===== src/rtl/neuron_scheduler_pkg.sv =====
// Shared constants for the neuron scheduler: phase codes, FSM encoding and the
// default neuron-slot width.
package neuron_sched_pkg;

  localparam int NN_DEF = 8;

  localparam logic [1:0] PH_COUNT = 2'd0;
  localparam logic [1:0] PH_READ  = 2'd1;
  localparam logic [1:0] PH_CALC  = 2'd2;
  localparam logic [1:0] PH_WRITE = 2'd3;

  typedef enum logic [1:0] {
    ST_IDLE  = 2'd0,
    ST_RUN   = 2'd1,
    ST_DRAIN = 2'd2
  } state_e;

endpackage


===== src/rtl/neuron_scheduler_if.sv =====
// Control/status bundle between the scheduler and its client (neuron, synapse
// and spike-counter logic). master drives the controls, slave is the scheduler.
interface neuron_scheduler_if
  import neuron_sched_pkg::*;
#(
  parameter int NN = NN_DEF
);
  logic [31:0] half_cnt;
  logic        run;
  logic [NN:0] last_idx;
  logic [15:0] frames_per_sim;

  logic [NN:0] neuron_index;
  logic [1:0]  phase;
  logic        step_en;
  logic        read_en;
  logic        write_en;
  logic        data_valid;
  logic        frame_end;
  logic        sim_tick;
  logic        busy;

  modport master (
    output half_cnt, run, last_idx, frames_per_sim,
    input  neuron_index, phase, step_en, read_en, write_en,
           data_valid, frame_end, sim_tick, busy
  );

  modport slave (
    input  half_cnt, run, last_idx, frames_per_sim,
    output neuron_index, phase, step_en, read_en, write_en,
           data_valid, frame_end, sim_tick, busy
  );
endinterface


===== src/rtl/neuron_scheduler_step_divider.sv =====
// Phase-step divider: one step pulse every half_cnt+1 cycles while not cleared.
module step_divider
  import neuron_sched_pkg::*;
(
  input  logic        clk,
  input  logic        reset_sim,
  input  logic        clr_i,
  input  logic [31:0] half_cnt_i,
  output logic        step_o
);

  logic [31:0] div_q, div_d;

  // >= rather than == so a shrinking half_cnt fires at once instead of wrapping
  assign step_o = !clr_i && (div_q >= half_cnt_i);

  // count up, restart on step or while held clear
  always_comb begin
    div_d = div_q + 32'd1;
    if (clr_i || step_o) div_d = '0;
  end

  // divider register
  always_ff @(posedge clk) begin
    if (reset_sim) div_q <= '0;
    else           div_q <= div_d;
  end

endmodule


===== src/rtl/neuron_scheduler.sv =====
// Time-multiplexed sequencer: walks neuron slots 0..last_idx through the
// COUNT/READ/CALC/WRITE phases, emitting single-clock enables and frame pulses.
module neuron_scheduler
  import neuron_sched_pkg::*;
#(
  parameter int NN = NN_DEF
)(
  input logic              clk,
  input logic              reset_sim,
  neuron_scheduler_if.slave sif
);

  localparam int IW = NN + 1;

  state_e          state_q, state_d;
  logic [IW-1:0]   idx_q, idx_d, last_q, last_d;
  logic [1:0]      ph_q, ph_d;
  logic [15:0]     fcnt_q, fcnt_d;
  logic            dv_q, dv_d;
  logic            busy_q, rd_q, wr_q;
  logic            active, div_step, step, fend, tick;

  assign active = (state_q != ST_IDLE);

  step_divider u_div (
    .clk        (clk),
    .reset_sim  (reset_sim),
    .clr_i      (!active),
    .half_cnt_i (sif.half_cnt),
    .step_o     (div_step)
  );

  assign step = active && div_step;
  assign fend = step && (ph_q == PH_WRITE) && (idx_q == last_q);
  // a counter already past a lowered target still counts as a match
  assign tick = fend && (fcnt_q >= sif.frames_per_sim);

  // next state: DRAIN finishes the current frame unless run comes back
  always_comb begin
    state_d = state_q;
    unique case (state_q)
      ST_IDLE:  if (sif.run) state_d = ST_RUN;
      ST_RUN:   if (!sif.run) state_d = fend ? ST_IDLE : ST_DRAIN;
      ST_DRAIN: if (sif.run) state_d = ST_RUN;
                else if (fend) state_d = ST_IDLE;
      default:  state_d = ST_IDLE;
    endcase
  end

  // slot/phase walk, last_idx latch, frame counter and frame-start flag
  always_comb begin
    idx_d  = idx_q;
    ph_d   = ph_q;
    last_d = last_q;
    fcnt_d = fcnt_q;
    if (!active) begin
      idx_d  = '0;
      ph_d   = PH_COUNT;
      fcnt_d = '0;
      if (sif.run) last_d = sif.last_idx;
    end else if (step) begin
      ph_d = ph_q + 2'd1;
      if (ph_q == PH_WRITE) idx_d = fend ? '0 : idx_q + IW'(1);
      if (fend) begin
        last_d = sif.last_idx;
        fcnt_d = tick ? 16'd0 : fcnt_q + 16'd1;
      end
    end
    dv_d = (!active && sif.run) || (fend && state_d == ST_RUN);
  end

  // state and registered outputs
  always_ff @(posedge clk) begin
    if (reset_sim) begin
      state_q <= ST_IDLE;
      idx_q   <= '0;
      ph_q    <= PH_COUNT;
      last_q  <= '0;
      fcnt_q  <= '0;
      dv_q    <= 1'b0;
      busy_q  <= 1'b0;
      rd_q    <= 1'b0;
      wr_q    <= 1'b0;
    end else begin
      state_q <= state_d;
      idx_q   <= idx_d;
      ph_q    <= ph_d;
      last_q  <= last_d;
      fcnt_q  <= fcnt_d;
      dv_q    <= dv_d;
      busy_q  <= (state_d != ST_IDLE);
      rd_q    <= (state_d != ST_IDLE) && (ph_d == PH_READ);
      wr_q    <= (state_d != ST_IDLE) && (ph_d == PH_WRITE);
    end
  end

  assign sif.neuron_index = idx_q;
  assign sif.phase        = ph_q;
  assign sif.step_en      = step;
  assign sif.read_en      = rd_q;
  assign sif.write_en     = wr_q;
  assign sif.data_valid   = dv_q;
  assign sif.frame_end    = fend;
  assign sif.sim_tick     = tick;
  assign sif.busy         = busy_q;

endmodule


===== src/flat_wrapper.sv =====
// flat-port wrapper written by rule: the top's interface ports become plain ports
module neuron_scheduler_flat import neuron_sched_pkg::*;
#(
  parameter int NN = NN_DEF
)
  (clk, reset_sim, sif_half_cnt, sif_run, sif_last_idx, sif_frames_per_sim, sif_neuron_index, sif_phase, sif_step_en, sif_read_en, sif_write_en, sif_data_valid, sif_frame_end, sif_sim_tick, sif_busy);
  neuron_scheduler_if #(.NN(NN)) sif_i ();
  input logic clk;
  input logic reset_sim;
  input wire logic [$bits(sif_i.half_cnt)-1:0] sif_half_cnt;
  input wire logic [$bits(sif_i.run)-1:0] sif_run;
  input wire logic [$bits(sif_i.last_idx)-1:0] sif_last_idx;
  input wire logic [$bits(sif_i.frames_per_sim)-1:0] sif_frames_per_sim;
  output wire logic [$bits(sif_i.neuron_index)-1:0] sif_neuron_index;
  output wire logic [$bits(sif_i.phase)-1:0] sif_phase;
  output wire logic [$bits(sif_i.step_en)-1:0] sif_step_en;
  output wire logic [$bits(sif_i.read_en)-1:0] sif_read_en;
  output wire logic [$bits(sif_i.write_en)-1:0] sif_write_en;
  output wire logic [$bits(sif_i.data_valid)-1:0] sif_data_valid;
  output wire logic [$bits(sif_i.frame_end)-1:0] sif_frame_end;
  output wire logic [$bits(sif_i.sim_tick)-1:0] sif_sim_tick;
  output wire logic [$bits(sif_i.busy)-1:0] sif_busy;
  assign sif_i.half_cnt = sif_half_cnt;
  assign sif_i.run = sif_run;
  assign sif_i.last_idx = sif_last_idx;
  assign sif_i.frames_per_sim = sif_frames_per_sim;
  assign sif_neuron_index = sif_i.neuron_index;
  assign sif_phase = sif_i.phase;
  assign sif_step_en = sif_i.step_en;
  assign sif_read_en = sif_i.read_en;
  assign sif_write_en = sif_i.write_en;
  assign sif_data_valid = sif_i.data_valid;
  assign sif_frame_end = sif_i.frame_end;
  assign sif_sim_tick = sif_i.sim_tick;
  assign sif_busy = sif_i.busy;
  neuron_scheduler #(.NN(NN)) u_core (.clk(clk), .reset_sim(reset_sim), .sif(sif_i));
endmodule

===== config.mk =====
export PLATFORM = sky130hd
export DESIGN_NAME = neuron_scheduler_flat
export DESIGN_NICKNAME = d
export VERILOG_FILES = /design/src/rtl/neuron_scheduler_pkg.sv /design/src/rtl/neuron_scheduler_if.sv /design/src/rtl/neuron_scheduler_step_divider.sv /design/src/rtl/neuron_scheduler.sv /design/src/flat_wrapper.sv
export SDC_FILE = /design/constraint.sdc
export NUM_CORES = 1
export LEC_CHECK = 0
export ABC_AREA = 0
export BUFFER_PORTS_ARGS = -buffer_cell sky130_fd_sc_hd__buf_4
export CAP_MARGIN = 25
export CORE_MARGIN = 1
export CORE_UTILIZATION = 40
export DETAILED_ROUTE_END_ITERATION = 6
export PLACE_DENSITY_LB_ADDON = 0.3
export SETUP_SLACK_MARGIN = 0.1
export SYNTH_ARGS = -nofsm -noshare
export SYNTH_HDL_FRONTEND = slang
export SYNTH_HIERARCHICAL = 1
export SYNTH_SLANG_ARGS = --single-unit

===== constraint.sdc =====
create_clock -name clk -period 4.95 [get_ports clk]
set_input_delay 0.495 -clock clk [delete_from_list [all_inputs] [get_ports clk]]
set_output_delay 0.495 -clock clk [all_outputs]
set_load 0.05 [all_outputs]

# [Word-level counts from Yosys, hierarchy flattened]
# Cells that the tools add are included.
[totals] elab_cells=61 output_inout_bits=18 register_bits=74
[classes] bitwise=1 reduce_logical=21 n_addsub=4 n_lt_le_gt_ge=2 eq_ne=9 n_mux=14
[ops] op="$mux 9" count=5
[ops] op="$add 32x1->32 const B" count=1
[ops] op="$ge 32x32->1" count=1
[ops] op="$add 16x1->16 const B" count=1
[ops] op="$ge 16x16->1" count=1
[ops] op="$mux 16" count=1
[ops] op="$mux 2" count=7
[ops] op="$add 9x1->9 const B" count=1
[ops] op="$eq 9x9->1" count=1
[ops] op="$logic_and 1x1->1" count=9
[ops] op="$eq 2x1->1 const B" count=3
[ops] op="$eq 2x2->1 const B" count=3
[ops] op="$pmux 2 s3" count=1
[ops] op="$reduce_bool 2->1" count=3
[ops] op="$ne 2x2->1 const B" count=2
[ops] op="$reduce_and 2->1" count=2
[ops] op="$reduce_or 2->1" count=2
[ops] op="$reduce_and 3->1" count=1
[ops] op="$add 2x1->2 const B" count=1
[ops] op="$logic_not 2->1" count=1
[ops] op="$logic_or 1x1->1" count=2
[ops] op="$logic_not 1->1" count=1
[ops] op="$not 1->1" count=1

# [Depth between registers and ports, before layout]
# Gate-level depths: netlist (run 1).
[depth] word_depth=11 mapped_depth=15 mapped_depth_nobuf=14

# [Hierarchy]
# The synthesis (run 1) kept the hierarchy.
[by_module_without_submodules] mod="neuron_scheduler" instances=1 area_per_inst_um2=2327.2 seq_area_each_um2=840.8 cells_each=265
[by_module_without_submodules] mod="step_divider" instances=1 area_per_inst_um2=2314.7 seq_area_each_um2=640.6 cells_each=273

# [Worst setup path after synthesis (run 1)]
# No wires, ideal clock.
[synth_timing] path_type="input to output" start="in sif_half_cnt[5]" end="out sif_sim_tick" path_slack_ns=0.942 n_path_buf=1 arrival_ns=3.513 t_required_ns=4.455 stages=13 path_cell_list="inv_1 > ha_1 > nand2_1 > or3_1 > o221ai_1 > a21oi_1 > o211ai_2 > nor2b_1 > o211a_2 > nand3_4 > or3_1 > buf_2 > nor2_1"
[synth_between] elab_chain_len=6
[synth_rtl] item="from (decl)" line_no="flat_wrapper.sv:10" source="input wire logic [$bits(sif_i.half_cnt)-1:0] sif_half_cnt;"
[synth_rtl] item="$ge 32x32->1" line_no="neuron_scheduler_step_divider.sv:15" source="assign step_o = !clr_i && (div_q >= half_cnt_i);"
[synth_rtl] item="$logic_and 1x1->1" line_no="neuron_scheduler_step_divider.sv:15"
[synth_rtl] item="via u_core.div_step" line_no="neuron_scheduler.sv:21" source="logic active, div_step, step, fend, tick;"
[synth_rtl] item="$logic_and 1x1->1" line_no="neuron_scheduler.sv:33" source="assign step = active && div_step;"
[synth_rtl] item="$logic_and 1x1->1 (2 in series)" line_no="neuron_scheduler.sv:34" source="assign fend = step && (ph_q == PH_WRITE) && (idx_q == last_q);"
[synth_rtl] item="$logic_and 1x1->1" line_no="neuron_scheduler.sv:36" source="assign tick = fend && (fcnt_q >= sif.frames_per_sim);"
[synth_rtl] item="to (decl)" line_no="flat_wrapper.sv:21" source="output wire logic [$bits(sif_i.sim_tick)-1:0] sif_sim_tick;"
# The timed path passes the listed nets, and every way through them passes these cells.

# [Worst setup path in the final report (run 1)]
[layout_timing] start="reg u_core.u_div.div_q[7]" end="out sif_frame_end"
[layout_between] elab_chain_len=5
[layout_rtl] item="from (decl)" line_no="neuron_scheduler_step_divider.sv:12" source="logic [31:0] div_q, div_d;"
[layout_rtl] item="from (signal assigned)" line_no="neuron_scheduler_step_divider.sv:26" source="else div_q <= div_d;"
[layout_rtl] item="$ge 32x32->1" line_no="neuron_scheduler_step_divider.sv:15"
[layout_rtl] item="$logic_and 1x1->1" line_no="neuron_scheduler_step_divider.sv:15"
[layout_rtl] item="via u_core.div_step" line_no="neuron_scheduler.sv:21"
[layout_rtl] item="$logic_and 1x1->1" line_no="neuron_scheduler.sv:33"
[layout_rtl] item="$logic_and 1x1->1 (2 in series)" line_no="neuron_scheduler.sv:34"
[layout_rtl] item="to (decl)" line_no="flat_wrapper.sv:20" source="output wire logic [$bits(sif_i.frame_end)-1:0] sif_frame_end;"
# The timed path passes the listed nets, and every way through them passes these cells.

==> run summary, run 1 <==
The yosys synthesis warning count is 6, and the final global-route overflow total is 0. The worst path in the final design needs a cycle of 4.161 ns, including I/O delays and setup. CTS saw 74 sinks.

The end of the worst hold path is u_core/state_q[1]. The initial core utilization is 41.90%, and the signal arrival time at the worst endpoint is 3.67 ns. The logs give 0 for the number of max-slew violations in the final report and 0 for the number of endpoints with negative hold slack in the final report. The number of nets in the synthesized netlist is 650. TritonCTS built the clock tree.

The run gives 740 as the total instance count after detailed placement. Kind of end point of the critical path: an output port. The clock transition time at the flip-flop clock pins of the worst setup and hold paths is 0.06 ns, and the total of endpoints with negative setup slack in the final report is 0.

Of the total power, registers draw 42.4%. Of the available clock period, the critical path in the final layout requires 84.06%. The leakage component of the power is 2.523 nW, and the count of cells along the worst register-to-register path is 12.

The data required time of the critical path came out at 4.45 ns. The class of the worst hold path was input port to register. Counting along the longest clock path gives a buffer depth of 2.

For the pin with the worst max-slew slack, the measured transition is 0.6859 ns. The detail route stage leaves a number of antenna-violating nets equal to 0. The CTS root buffer was sky130_fd_sc_hd__clkbuf_16.

In this run the critical register-to-register path is captured at u_core/fcnt_q[4]. The clock network fraction of total power is 49.2%, and the average vias per placed instance is 5.135. Once layout is complete, the cells apart from fillers number 756.

The tool flagged a number of max-cap violations equal to 0. For the worst reg-to-reg setup slack, the log shows 1.27 ns. The switching part of the total power was 22.20%; the placer's final routability congestion estimate was 0.8159. Sequential cells were found to cover 31.91% of the synthesized design area. The run gives 0 as the number of buffers inserted for hold repair after clock tree synthesis. Maximum clock rate: 240.3 MHz. Of all flip-flops after synthesis, the portion carrying an async set or reset was 0%. The first-pass GRT wire length is 16.91 mm. During placement, the flow inserted port buffers numbering 77. Entering global routing, the biggest net connects 33 pins. Clock skew on the completed layout was measured at 0.006726 ns.

By area the synthesized netlist is led by sky130_fd_sc_hd__dfxtp_1, sky130_fd_sc_hd__ha_1, sky130_fd_sc_hd__xnor2_1, sky130_fd_sc_hd__inv_1, sky130_fd_sc_hd__xor2_1. The most used flip-flop cell after synthesis is sky130_fd_sc_hd__dfxtp_1. Of the cells placed in the final design, the portion with a size suffix greater than 1 is 20.78%. The number of I/O pins was 78. The detailed placement HPWL was 7.792 mm; the maximum vdd drop was 171.2 uV.

For the worst-skew pair, the clock arrives at the later sink with an insertion delay of 0.34 ns. The total wire length is 10.15 mm. The run gives 0 as the remaining routing DRC violations. The count of inserted antenna diode cells is 0, and the number of cells on the worst hold path is 2. For the final routed database, the setup TNS stands at 0 ns. Summed over all nets, the switching power comes to 0.3186 mW. The area added between synthesis and finish works out to 21.89%. In this run the most critical hold path is launched from sif_run. The floorplan step defined a die boundary enclosing 0.01204 sq mm. The run gives 17.95% as the global routing usage summed across all routing layers.

The post-CTS setup-driven buffer insertion count is 0, and the number of antenna violations at the first check in global routing is 0. For this run, the detailed router's first-pass iteration total came to 4. Cell type with the highest aggregate area in the netlist: sky130_fd_sc_hd__dfxtp_1.

The core region area is 0.01108 sq mm, and the vertical die dimension is 109.7 um. Post-synthesis area per instance: 8.628 sq um. The synthesized design devotes to its leading area cell type 31.91% of total area. The worst register-to-register path begins at u_core/u_div/div_q[7].

In this run, post-CTS repair resized a total of 0 instances. Internal power comes to 1.117 mW. In this run the number of H-tree levels came out at 3.

The via count of the routed design was 3882. Setup repair after global routing left no endpoint under its margin. Per report_power, the combinational group accounts for 8.4% of the total.

After technology mapping, the gate count stands at 538. Counting flops with a built-in enable in the synthesized netlist gives 0. Count of different cell masters after synthesis: 55.

The average wire length per cell after detail routing is 13.43 um, and the total of flip-flops plus latches after synthesis is 74. STA classifies the critical path startpoint as a register. For the total number of placement rows, the log shows 38.

In this run the worst path has a maximum fanout of 16. The worst setup path is of the register to output port kind. The power per cell area was 253.7 mW/mm^2. The die is 109.7 um wide.

Counting the buffers created by CTS gives 9. The first routing iteration left 162 violations. The tools report the number of global-route vias before repair as 3640. The synthesized netlist occupies a cell area of 0.004642 sq mm. The run finished with clean final reports. Headroom to the max-slew limit came out at 54.13%. After the last flow step, the layout net total stands at 723.
[worst max-delay path, stage by stage (launching register included)]
cell and delay (ns):
sky130_fd_sc_hd__dfxtp_1 0.37, sky130_fd_sc_hd__ha_1 0.32, sky130_fd_sc_hd__nand2_1 0.07, sky130_fd_sc_hd__or3_1 0.30
sky130_fd_sc_hd__o221ai_1 0.20, sky130_fd_sc_hd__a21oi_1 0.15, sky130_fd_sc_hd__o211ai_2 0.22, sky130_fd_sc_hd__nor2b_1 0.31
sky130_fd_sc_hd__o211a_2 0.31, sky130_fd_sc_hd__nand3_4 0.18, sky130_fd_sc_hd__or3_1 0.53, sky130_fd_sc_hd__inv_2 0.15
sky130_fd_sc_hd__buf_4 0.21
[power groups by stage]
stage	Combinational (mW)	Clock, mW	Sequential, mW
after floorplan	0.0648	0	0.624
after global placement	0.117	0	0.622
after detailed placement	0.121	0	0.622
after CTS	0.122	0.716	0.609
after global routing	0.136	0.746	0.609
final	0.121	0.706	0.609
[logic make-up after synthesis]
family,synth area share [%]
simple gates,24.50
buf+inv,6.658
flops,31.91
compound gates,8.248
xor+xnor,12.02
fa+ha+maj,14.26
mux,2.399
[synthesized netlist by cell type (3+ instances only)]
cell and number:
sky130_fd_sc_hd__inv_1 57, sky130_fd_sc_hd__nor3_2 8, sky130_fd_sc_hd__nand2b_1 3, sky130_fd_sc_hd__o21ai_0 4, sky130_fd_sc_hd__mux2i_1 10, sky130_fd_sc_hd__xnor2_1 38, sky130_fd_sc_hd__nand4_1 19, sky130_fd_sc_hd__clkbuf_1 7
sky130_fd_sc_hd__ha_1 52, sky130_fd_sc_hd__xor2_1 22, sky130_fd_sc_hd__and3_1 5, sky130_fd_sc_hd__a21o_1 6, sky130_fd_sc_hd__and3_2 3, sky130_fd_sc_hd__o21a_1 3, sky130_fd_sc_hd__nor3_1 31, sky130_fd_sc_hd__nor2b_1 3
sky130_fd_sc_hd__nand2_1 32, sky130_fd_sc_hd__and4_1 3, sky130_fd_sc_hd__a21oi_1 37, sky130_fd_sc_hd__dfxtp_1 74, sky130_fd_sc_hd__or3_1 4, sky130_fd_sc_hd__buf_2 7, sky130_fd_sc_hd__nand3_1 21, sky130_fd_sc_hd__nor2_1 35
sky130_fd_sc_hd__nor4_1 15, sky130_fd_sc_hd__buf_4 3
[cells in the final DEF, fill, tap and decap left out, drive strengths merged, types with 8 or more instances in the layout]
master  netlist  final
xnor2        40     40
nor2         36     36
ha           52     52
nand2        33     33
xor2         22     22
nand3        23     23
dfxtp        74     74
nor3         39     39
inv          58     59
nor4         17     17
buf          10     80
and3          8      8
mux2i        10     10
nand4        21     21
a21oi        37     37
clkbuf        8     10
[metal layers]
layer / part of all wire, % / vias up / track usage, %
met2: 44 / 73 / 27.49
met4: 1.3 / 0 / 5.619
li1: - / 2017 / -
met3: 4.3 / 11 / 3.675
met5: 0 / - / 0
met1: 50 / 1781 / 25.12
[through the flow]
step	hold WS, ns	power [mW]	cell area [sq um]	setup WS (ns)	util [%]
final	0.3748	1.435	5658	0.7891	51.07
after floorplan	0.4817	0.6887	4642	0.9424	-
after global routing	0.3717	1.491	5658	0.5813	51.07
after detailed placement	0.5105	0.7432	5331	0.9051	48.13
after global placement	0.5004	0.7384	5324	0.9637	48.06
after CTS	0.3625	1.447	5658	0.7544	51.07
[registers in the layout, summed over array words and instances, names as in the netlist]
name and cells:
u_core/fcnt_q 16, u_core/last_q 9, u_core/sif.busy 1, u_core/sif.data_valid 1, u_core/sif.neuron_index 9, u_core/sif.phase 2
u_core/sif.read_en 1, u_core/sif.write_en 1, u_core/state_q 2, u_core/u_div/div_q 32
[worst max-delay path by stage]
stage	from	endpoint	cells past startpoint
2_1_floorplan	sif_half_cnt[5]	sif_sim_tick	13
3_3_place_gp	sif_half_cnt[5]	sif_frame_end	14
3_5_place_dp	sif_half_cnt[5]	sif_frame_end	14
4_1_cts	u_core/u_div/div_q[7]	sif_frame_end	12
5_1_grt	u_core/u_div/div_q[7]	sif_frame_end	12
6_report	u_core/u_div/div_q[7]	sif_frame_end	12
[area by class of cell]
cell class	count	area, sq um
Fill cell	1039	5420
Multi-Input combinational cell	388	2856
Sequential cell	74	1481
Timing Repair Buffer	80	600.6
Clock buffer	10	239.0
Inverter	58	217.7
Tap cell	140	175.2
Clock inverter	6	87.58
No activity file was read; power rests on OpenSTA's default activity.
==> inputs of run 2 (changes only) <==
ABC_AREA = 1   (was 0)
clock period = 3.6 ns   (was 4.95 ns; I/O delays follow)
==> run summary, run 2 <==
The run finished with clean final reports. The final global-route overflow total came out at 0. Setup repair after global routing left no endpoint under its margin.

CTS built an H-tree with a depth of 3. STA classifies the critical path endpoint as an output port. Buffers added to address setup during post-CTS repair amount to 0.

Most used flip-flop cell after synthesis: sky130_fd_sc_hd__dfxtp_1. The detailed router put a total of 5.703 mm of wire on met1. By area the synthesized netlist is led by sky130_fd_sc_hd__dfxtp_1, sky130_fd_sc_hd__ha_1, sky130_fd_sc_hd__nand2_1, sky130_fd_sc_hd__nor2_1, sky130_fd_sc_hd__inv_1. The total wire length was 11.62 mm; the sequential fraction of the synthesis area was 28.48%.

The register with the most flip-flops is u_core/u_div/div_q. The tool flagged a number of max-cap violations equal to 0. Adding up every negative setup slack in the final design gives 0 ns. The tools report the net count of the finished layout as 962.

For this design the static power due to leakage is 2.876 nW. The run gives 281.3 uV as the maximum vdd drop. Gate count after technology mapping: 766.

The pre-antenna-repair detailed-routing pass consisted of 5 iterations. The final clock skew is 0.005816 ns, and the placer's final routability congestion estimate is 0.8914. The worst path buffer plus inverter count is 4. The run gives 1011 as the total instance count after detailed placement.

The run gives 9.3% as the relative contribution of combinational cells to total power. In the final layout, the registers with the most flip-flops are u_core/u_div/div_q: 32 flops, u_core/fcnt_q: 16 flops. The tools report the number of I/O pins as 78.

During placement, the flow inserted port buffers numbering 77. Global routing used 18.44% of the available tracks across all layers. The remaining routing DRC violations came out at 0. The mapped netlist covers 0.005201 sq mm. The core region is 0.01267 sq mm. The die width was 116.0 um. After detailed routing, the number of vias per cell comes to 4.627. TritonCTS built the clock tree. The tools report the detailed-routed wire length on met3 as 607 um. For the number of endpoints with negative hold slack in the final report, the log shows 0. The die covers 0.01346 sq mm. For the internal portion of total power, the log shows 1.525 mW.

The repair_antennas step left the layout with diodes totalling 0. The largest single stage delay on the critical path is 0.36 ns. Leaving out fill and tap cells, the most frequent cell in the layout is sky130_fd_sc_hd__nand2_1. The cell family contributing the most delay on the critical path is simple AND/OR/NAND/NOR gates. Relative to the synthesized area, the layout overhead comes to 20.98%.

Leaving out fill and tap cells, the most frequent cells in the layout are sky130_fd_sc_hd__nand2_1, sky130_fd_sc_hd__inv_1, sky130_fd_sc_hd__nor2_1. For the via count of the routed design, the log shows 4752. The tightest hold path in the finished design has a slack of 0.2430 ns.

After clock tree synthesis, the clock-pin slew on the worst setup and hold paths is 0.06 ns. The proportion of netlist area held by the largest area contributor was 28.48%; the final core utilization was 49.66%. The post-synthesis area per instance was 6.790 sq um; the worst max-slew margin expressed relative to the limit was 62.95%. No sink is reached through more buffers than the 2 on the longest clock path. Detailed placement finished with a half-perimeter wire length of 9.143 mm. Later-pin clock latency in the skew report: 0.33 ns. The total of flip-flops plus latches after synthesis is 74, and the highest fanout seen on the critical path is 9. The worst hold path belongs to the class input port to register.

Power spread over the standard cell area amounts to 315.9 mW/mm^2. Counting flops with a built-in enable in the synthesized netlist gives 0. Type of the worst setup path: register to output port. Post-synthesis net count: 878.

The minimum clock period came out at 3.282 ns. The top routing layer in use was met4. After floorplanning, the core was divided into 41 placement rows. Data on the critical path is required at its endpoint by 3.24 ns.

The switching part of the total power was 23.29%; the initial core utilization was 41.05%. The pin count of the biggest net entering global routing was 33; the number of buffers inserted for hold repair after clock tree synthesis was 0. Clock network fraction of total power: 48.4%. Ranked by instance count, the synthesized netlist is headed by sky130_fd_sc_hd__nand2_1, sky130_fd_sc_hd__nor2_1, sky130_fd_sc_hd__inv_1, sky130_fd_sc_hd__dfxtp_1, sky130_fd_sc_hd__ha_1. The detail route stage leaves a number of antenna-violating nets equal to 0. After filler insertion, the fill cell instance count of the layout stands at 1304. Data on the critical path arrives at its endpoint at 2.92 ns. For the post-route non-filler standard cell count, the log shows 1027. The run gives 0.003164 sq mm as the area of the multi-input gates. The power dissipated by switching net loads came out at 0.4630 mW. Most prevalent standard cell on the critical path: sky130_fd_sc_hd__nand2_1. Counting every sink on the clock net gives 74.

Summed over all nets, wire length on met2 after detailed routing comes to 5.166 mm. Vertical die dimension: 116.0 um. The tree is rooted in a sky130_fd_sc_hd__clkbuf_16. The worst setup path is launched from a register. In the synthesized netlist the async set-or-reset flop fraction comes to 0%. TritonCTS created 9 clock buffers. After detailed routing, the average wire length per cell comes to 11.31 um. The largest individual stage delay along the critical path comes from the cell sky130_fd_sc_hd__dfxtp_1.

The transition at the pin with the smallest max-transition slack was 0.5537 ns. For the area taken by flip-flops and latches, the log shows 0.001483 sq mm. After the first detailed-routing iteration, the DRC count stood at 291.

The first global-routing pass estimated 19.55 mm of wire. The tools report the number of antenna violations at the first check in global routing as 0. The signal on the critical path passes through ha_1 -> nand2_1 -> inv_1 -> nand2_1 -> nor2_1 -> nor2_1 -> nand2_1 -> nand2_1 -> nand2_1 -> nand2_1 -> a21oi_2 -> inv_2 -> nor2_8 -> nand2_8 -> inv_4 -> nand3_1 -> nor2_1 -> nand2_1 -> nor2_2 -> buf_6.

Of all cell types, the one taking the most synthesized area is sky130_fd_sc_hd__dfxtp_1. The number of global-route vias before repair was 4384; the layout cell share with drive strength beyond 1 was 15.44%. For this run, the number of Yosys warnings is 6. The final critical path takes up 91.17% of the cycle. The share of total power dissipated in sequential elements is 42.3%.

Number of max-slew violations in the final report: 0. Among all cell types in the netlist, the one instantiated most often is sky130_fd_sc_hd__nand2_1. The number of flip-flops in the largest register was 32. The total of endpoints with negative setup slack in the final report was 0.

The count of different cell masters after synthesis came out at 37. Static timing analysis puts the maximum clock frequency at 304.7 MHz.
run 2: cells by family after synthesis:
group	count (synthesis)	synth area share (%)
AOI/OAI and AO/OA	62	6.327
xor gates and xnor gates	40	7.024
adders and majority gates	52	12.51
buffers and inverters	142	10.80
DFF	74	28.48
and+or+nand+nor	396	34.86
run 2: area by class of cell:
cell class | count | share of cell area (%)
clock buffer | 10 | 3.639
inverter | 136 | 8.153
clock inverter | 6 | 1.452
multi-input combinational | 550 | 50.29
sequential | 74 | 23.56
timing repair buffer | 79 | 9.485
tap | 172 | 3.420
run 2: what timing repair did:
item,in CTS,in global routing
resized for setup,0,4
hold endpoints to repair,0,0
endpoints found under the setup margin,0,2
run 2: path summary, 6_finish.rpt:
kind / from / end / slack (ns) / cells after the start
max: u_core/u_div/div_q[7] / sif_sim_tick / 0.32 / 20
min: reset_sim / u_core/sif.phase[1] / 0.24 / 2
max reg2reg: u_core/u_div/div_q[7] / u_core/last_q[7] / 0.65 / 22
min reg2reg: u_core/u_div/div_q[0] / u_core/u_div/div_q[0] / 0.48 / 1
run 2: power groups by stage:
stage / Combinational [mW] / Clock [mW] / Sequential [mW]
2_1_floorplan: 0.108 / 0 / 0.862
3_3_place_gp: 0.184 / 0 / 0.859
3_5_place_dp: 0.186 / 0 / 0.859
4_1_cts: 0.187 / 0.988 / 0.840
5_1_grt: 0.213 / 1.02 / 0.842
6_report: 0.186 / 0.961 / 0.841
run 2: through the flow:
step	total power [mW]	cell area (sq um)	setup WS [ns]
final	1.988	6292	0.3178
after global routing	2.072	6292	0.1093
after CTS	2.016	6281	0.1489
after detailed placement	1.045	5961	0.4688
after global placement	1.043	5961	0.5184
after floorplan	0.9699	5201	0.4167
run 2: worst reg2reg max path: stages (launching register included):
cell and delay, ns:
sky130_fd_sc_hd__dfxtp_1 0.36, sky130_fd_sc_hd__ha_1 0.31, sky130_fd_sc_hd__nand2_1 0.05, sky130_fd_sc_hd__inv_1 0.06, sky130_fd_sc_hd__nand2_1 0.06, sky130_fd_sc_hd__nor2_1 0.11, sky130_fd_sc_hd__nor2_1 0.05, sky130_fd_sc_hd__nand2_1 0.06
sky130_fd_sc_hd__nand2_1 0.05, sky130_fd_sc_hd__nand2_1 0.11, sky130_fd_sc_hd__nand2_1 0.10, sky130_fd_sc_hd__a21oi_2 0.19, sky130_fd_sc_hd__inv_2 0.09, sky130_fd_sc_hd__nor2_8 0.15, sky130_fd_sc_hd__nand2_8 0.09, sky130_fd_sc_hd__inv_4 0.08
sky130_fd_sc_hd__nand2_4 0.06, sky130_fd_sc_hd__nor2_8 0.16, sky130_fd_sc_hd__nand2_2 0.18, sky130_fd_sc_hd__nand2_2 0.22, sky130_fd_sc_hd__inv_2 0.11, sky130_fd_sc_hd__nor2_1 0.11, sky130_fd_sc_hd__nor2_1 0.05
run 2: layer usage:
metal,vias to the layer above,track usage [%]
met5,-,0
met4,0,6.496
li1,2584,-
met1,2058,23.78
met3,10,4.341
met2,100,30.04
==> inputs of run 3 (changes only) <==
ABC_AREA = not set   (was 1)
==> run summary, run 3 (synthesis results as in run 1) <==
The initial utilization of the core area, before any placement, comes to 41.90%. Number of endpoints with negative hold slack in the final report: 0. The repair_antennas step left the layout with diodes totalling 0.

Of the cells placed in the final design, the portion with a size suffix greater than 1 is 23.04%. The floorplan step defined a die boundary enclosing 0.01204 sq mm. The largest registers in the layout are u_core/u_div/div_q: 32 flops, u_core/fcnt_q: 16 flops. The met1 track demand over resource in global routing was 23.87%.

Walking the worst path, the cells encountered are ha_1 -> nand4_1 -> or4_4 -> o211ai_2 -> nor2b_4 -> o211a_4 -> nand3_4 -> or3_4 -> nor2_4 -> buf_8. After detailed routing, the number of remaining DRC violations is 0. The global routing usage summed across all routing layers was 18.44%; the via count of the routed design was 3951.

The worst path buffer plus inverter count is 1, and the final total negative setup slack is 0 ns. After clock tree synthesis, the clock-pin slew on the worst setup and hold paths is 0.06 ns. The tools report the signal arrival time at the worst endpoint as 3.01 ns. After floorplanning, the core was divided into 38 placement rows. Routability-driven placement finished with a final weighted congestion of 0.7884. The tools report the CTS root buffer as sky130_fd_sc_hd__clkbuf_16. The class of the worst hold path is input port to register. The tools report the H-tree depth as 3. The logs give 0.005404 sq mm for the cell area after placement and 0 for the post-detailed-route count of antenna-violating nets. Based on the critical path, the design can be clocked at up to 297.0 MHz. Transition at the pin with the smallest max-transition slack: 0.6826 ns. For this run, global-route usage on met2 was measured as 30.41%. The number of antenna violations at the first check in global routing was 0; the maximum vdd drop was 190.9 uV. The cell family contributing the most delay on the critical path was simple AND/OR/NAND/NOR gates. The peak-usage layer in the global routing report was met2. The type of the worst setup path was register to output port. Dividing total power by cell area gives a power density of 326.1 mW/mm^2. The worst setup path is launched from a register. The finished cells cover 0.005777 sq mm. The commonest non-fill, non-tap cell in the layout was sky130_fd_sc_hd__buf_4. The design draws 1.884 mW. The first-pass GRT wire length is 17.45 mm.

Final hold slack: 0.2276 ns. The total wire length is 10.31 mm. The tools report the kind of end point of the critical path as an output port. Net count of the finished layout: 732. The flow ran to the end, and the final reports show no timing, DRC or antenna violations.

Die width: 109.7 um. The pre-antenna-repair detailed-routing pass consisted of 4 iterations. The vertical die dimension is 109.7 um, and the fraction of the cycle the final worst path needs is 93.54%.

The run gives 2.571 nW as the leakage component of the power. The final clock skew is 0.006286 ns, and the number of max-slew violations in the final report is 0. The run gives 3.497% as the met3 demand-to-capacity share in global routing.

For the final core utilization, the log shows 52.15%. Counting along the longest clock path gives a buffer depth of 2. Leaving out fill and tap cells, the most frequent cells in the layout are sky130_fd_sc_hd__buf_4, sky130_fd_sc_hd__dfxtp_1, sky130_fd_sc_hd__inv_1. The register with the most flip-flops is u_core/u_div/div_q. The pin count of the biggest net entering global routing is 33, and the number of flip-flops in the largest register is 32. The average vias per placed instance is 5.165, and the number of I/O pins is 78. For the fill cell total of the finished layout, the log shows 1031. The final global-route overflow total came out at 0. Core region area: 0.01108 sq mm. The master of the slowest instance on the critical path was sky130_fd_sc_hd__or4_4. Input and output buffers added on the ports amount to 77. The tree built by TritonCTS fans out to 74 sinks. For the total of endpoints with negative setup slack in the final report, the log shows 0. The largest single stage delay on the critical path is 0.56 ns.

TritonCTS built the clock tree. The clock reaches the later pin of the worst-skew pair after 0.33 ns. The routed design could run at a clock period as short as 3.367 ns. After the first detailed-routing iteration, the DRC count stood at 168. Setup repair after global routing left no endpoint under its margin. The detailed placement HPWL is 7.803 mm, and the average wire length per cell after detail routing is 13.48 um. The number of global-route vias before repair is 3772.

In this run the tightest slew margin relative to its limit is 54.50%. The tool flagged a number of max-cap violations equal to 0. For the worst setup path, the data required time is 3.24 ns. Relative to the synthesized area, the layout overhead comes to 24.45%. The number of CTS-inserted buffers was 9; the highest fanout seen on the critical path was 4.
==> run 3: changes by cell type in the layout (fill, tap and decap cells not counted), moves of 13 or more <==
cell,before,now
sky130_fd_sc_hd__nand3_1,34,21
sky130_fd_sc_hd__inv_1,131,57
sky130_fd_sc_hd__nor3_1,14,31
sky130_fd_sc_hd__nor4_1,1,15
sky130_fd_sc_hd__xnor2_1,18,38
sky130_fd_sc_hd__nor2_1,131,34
sky130_fd_sc_hd__o21ai_0,20,4
sky130_fd_sc_hd__nand2_1,156,32
==> run 3: timing repair <==
action / 4_1_cts / 5_1_grt
hold buffers: 0 / 0
setup endpoints to repair: 2 / 2
cloned: 0 / 0
pin swaps: 1 / 2
setup buffers: 1 / 1
resized for setup: 6 / 7
==> run 3: per-layer routing <==
metal	vias up	routed length [um]
met2	60	5035
met1	1842	4760
met3	8	393
met4	0	124
li1	2041	-
met5	-	0
==> run 3: report_power, final <==
group | internal (mW) | switching [mW]
Combinational | 0.0859 | 0.0888
Sequential | 0.829 | 0.00752
Clock | 0.537 | 0.335
Total | 1.45 | 0.432
==> run 3: layout make-up <==
class / instances / area, sq um / share of cell area (%)
Multi-Input combinational cell: 388 / 2910 / 50.38
Clock buffer: 10 / 229.0 / 3.964
Inverter: 58 / 220.2 / 3.812
Timing Repair Buffer: 89 / 691.9 / 11.98
Tap cell: 140 / 175.2 / 3.032
Sequential cell: 74 / 1483 / 25.67
Clock inverter: 6 / 67.56 / 1.170
==> run 3: final timing paths <==
path / cells after the start / slack [ns] / startpoint / to
hold / removal: 2 / 0.23 / sif_run / u_core/state_q[1]
setup reg to reg: 11 / 0.55 / u_core/u_div/div_q[22] / u_core/sif.write_en
hold reg to reg: 2 / 0.52 / u_core/last_q[6] / u_core/last_q[6]
setup / recovery: 10 / 0.23 / u_core/u_div/div_q[22] / sif_sim_tick
==> run 3: through the flow <==
stage | std cells | setup slack [ns]
6_report | 765 | 0.2327
3_5_place_dp | 747 | 0.1831
3_3_place_gp | 747 | 0.2549
5_1_grt | 765 | 0.1238
4_1_cts | 764 | 0.1187
2_1_floorplan | 538 | 0.2304
==> run 3: worst reg2reg max path: stages, from the launching register on <==
cell                       delay (ns)
sky130_fd_sc_hd__dfxtp_1         0.35
sky130_fd_sc_hd__ha_1            0.31
sky130_fd_sc_hd__nand4_1         0.14
sky130_fd_sc_hd__or4_4           0.56
sky130_fd_sc_hd__o211ai_2        0.21
sky130_fd_sc_hd__nor2b_4         0.18
sky130_fd_sc_hd__o211a_4         0.18
sky130_fd_sc_hd__nand3_4         0.06
sky130_fd_sc_hd__or3_4           0.41
sky130_fd_sc_hd__buf_4           0.17
sky130_fd_sc_hd__a21oi_1         0.27
sky130_fd_sc_hd__nor4_1          0.09
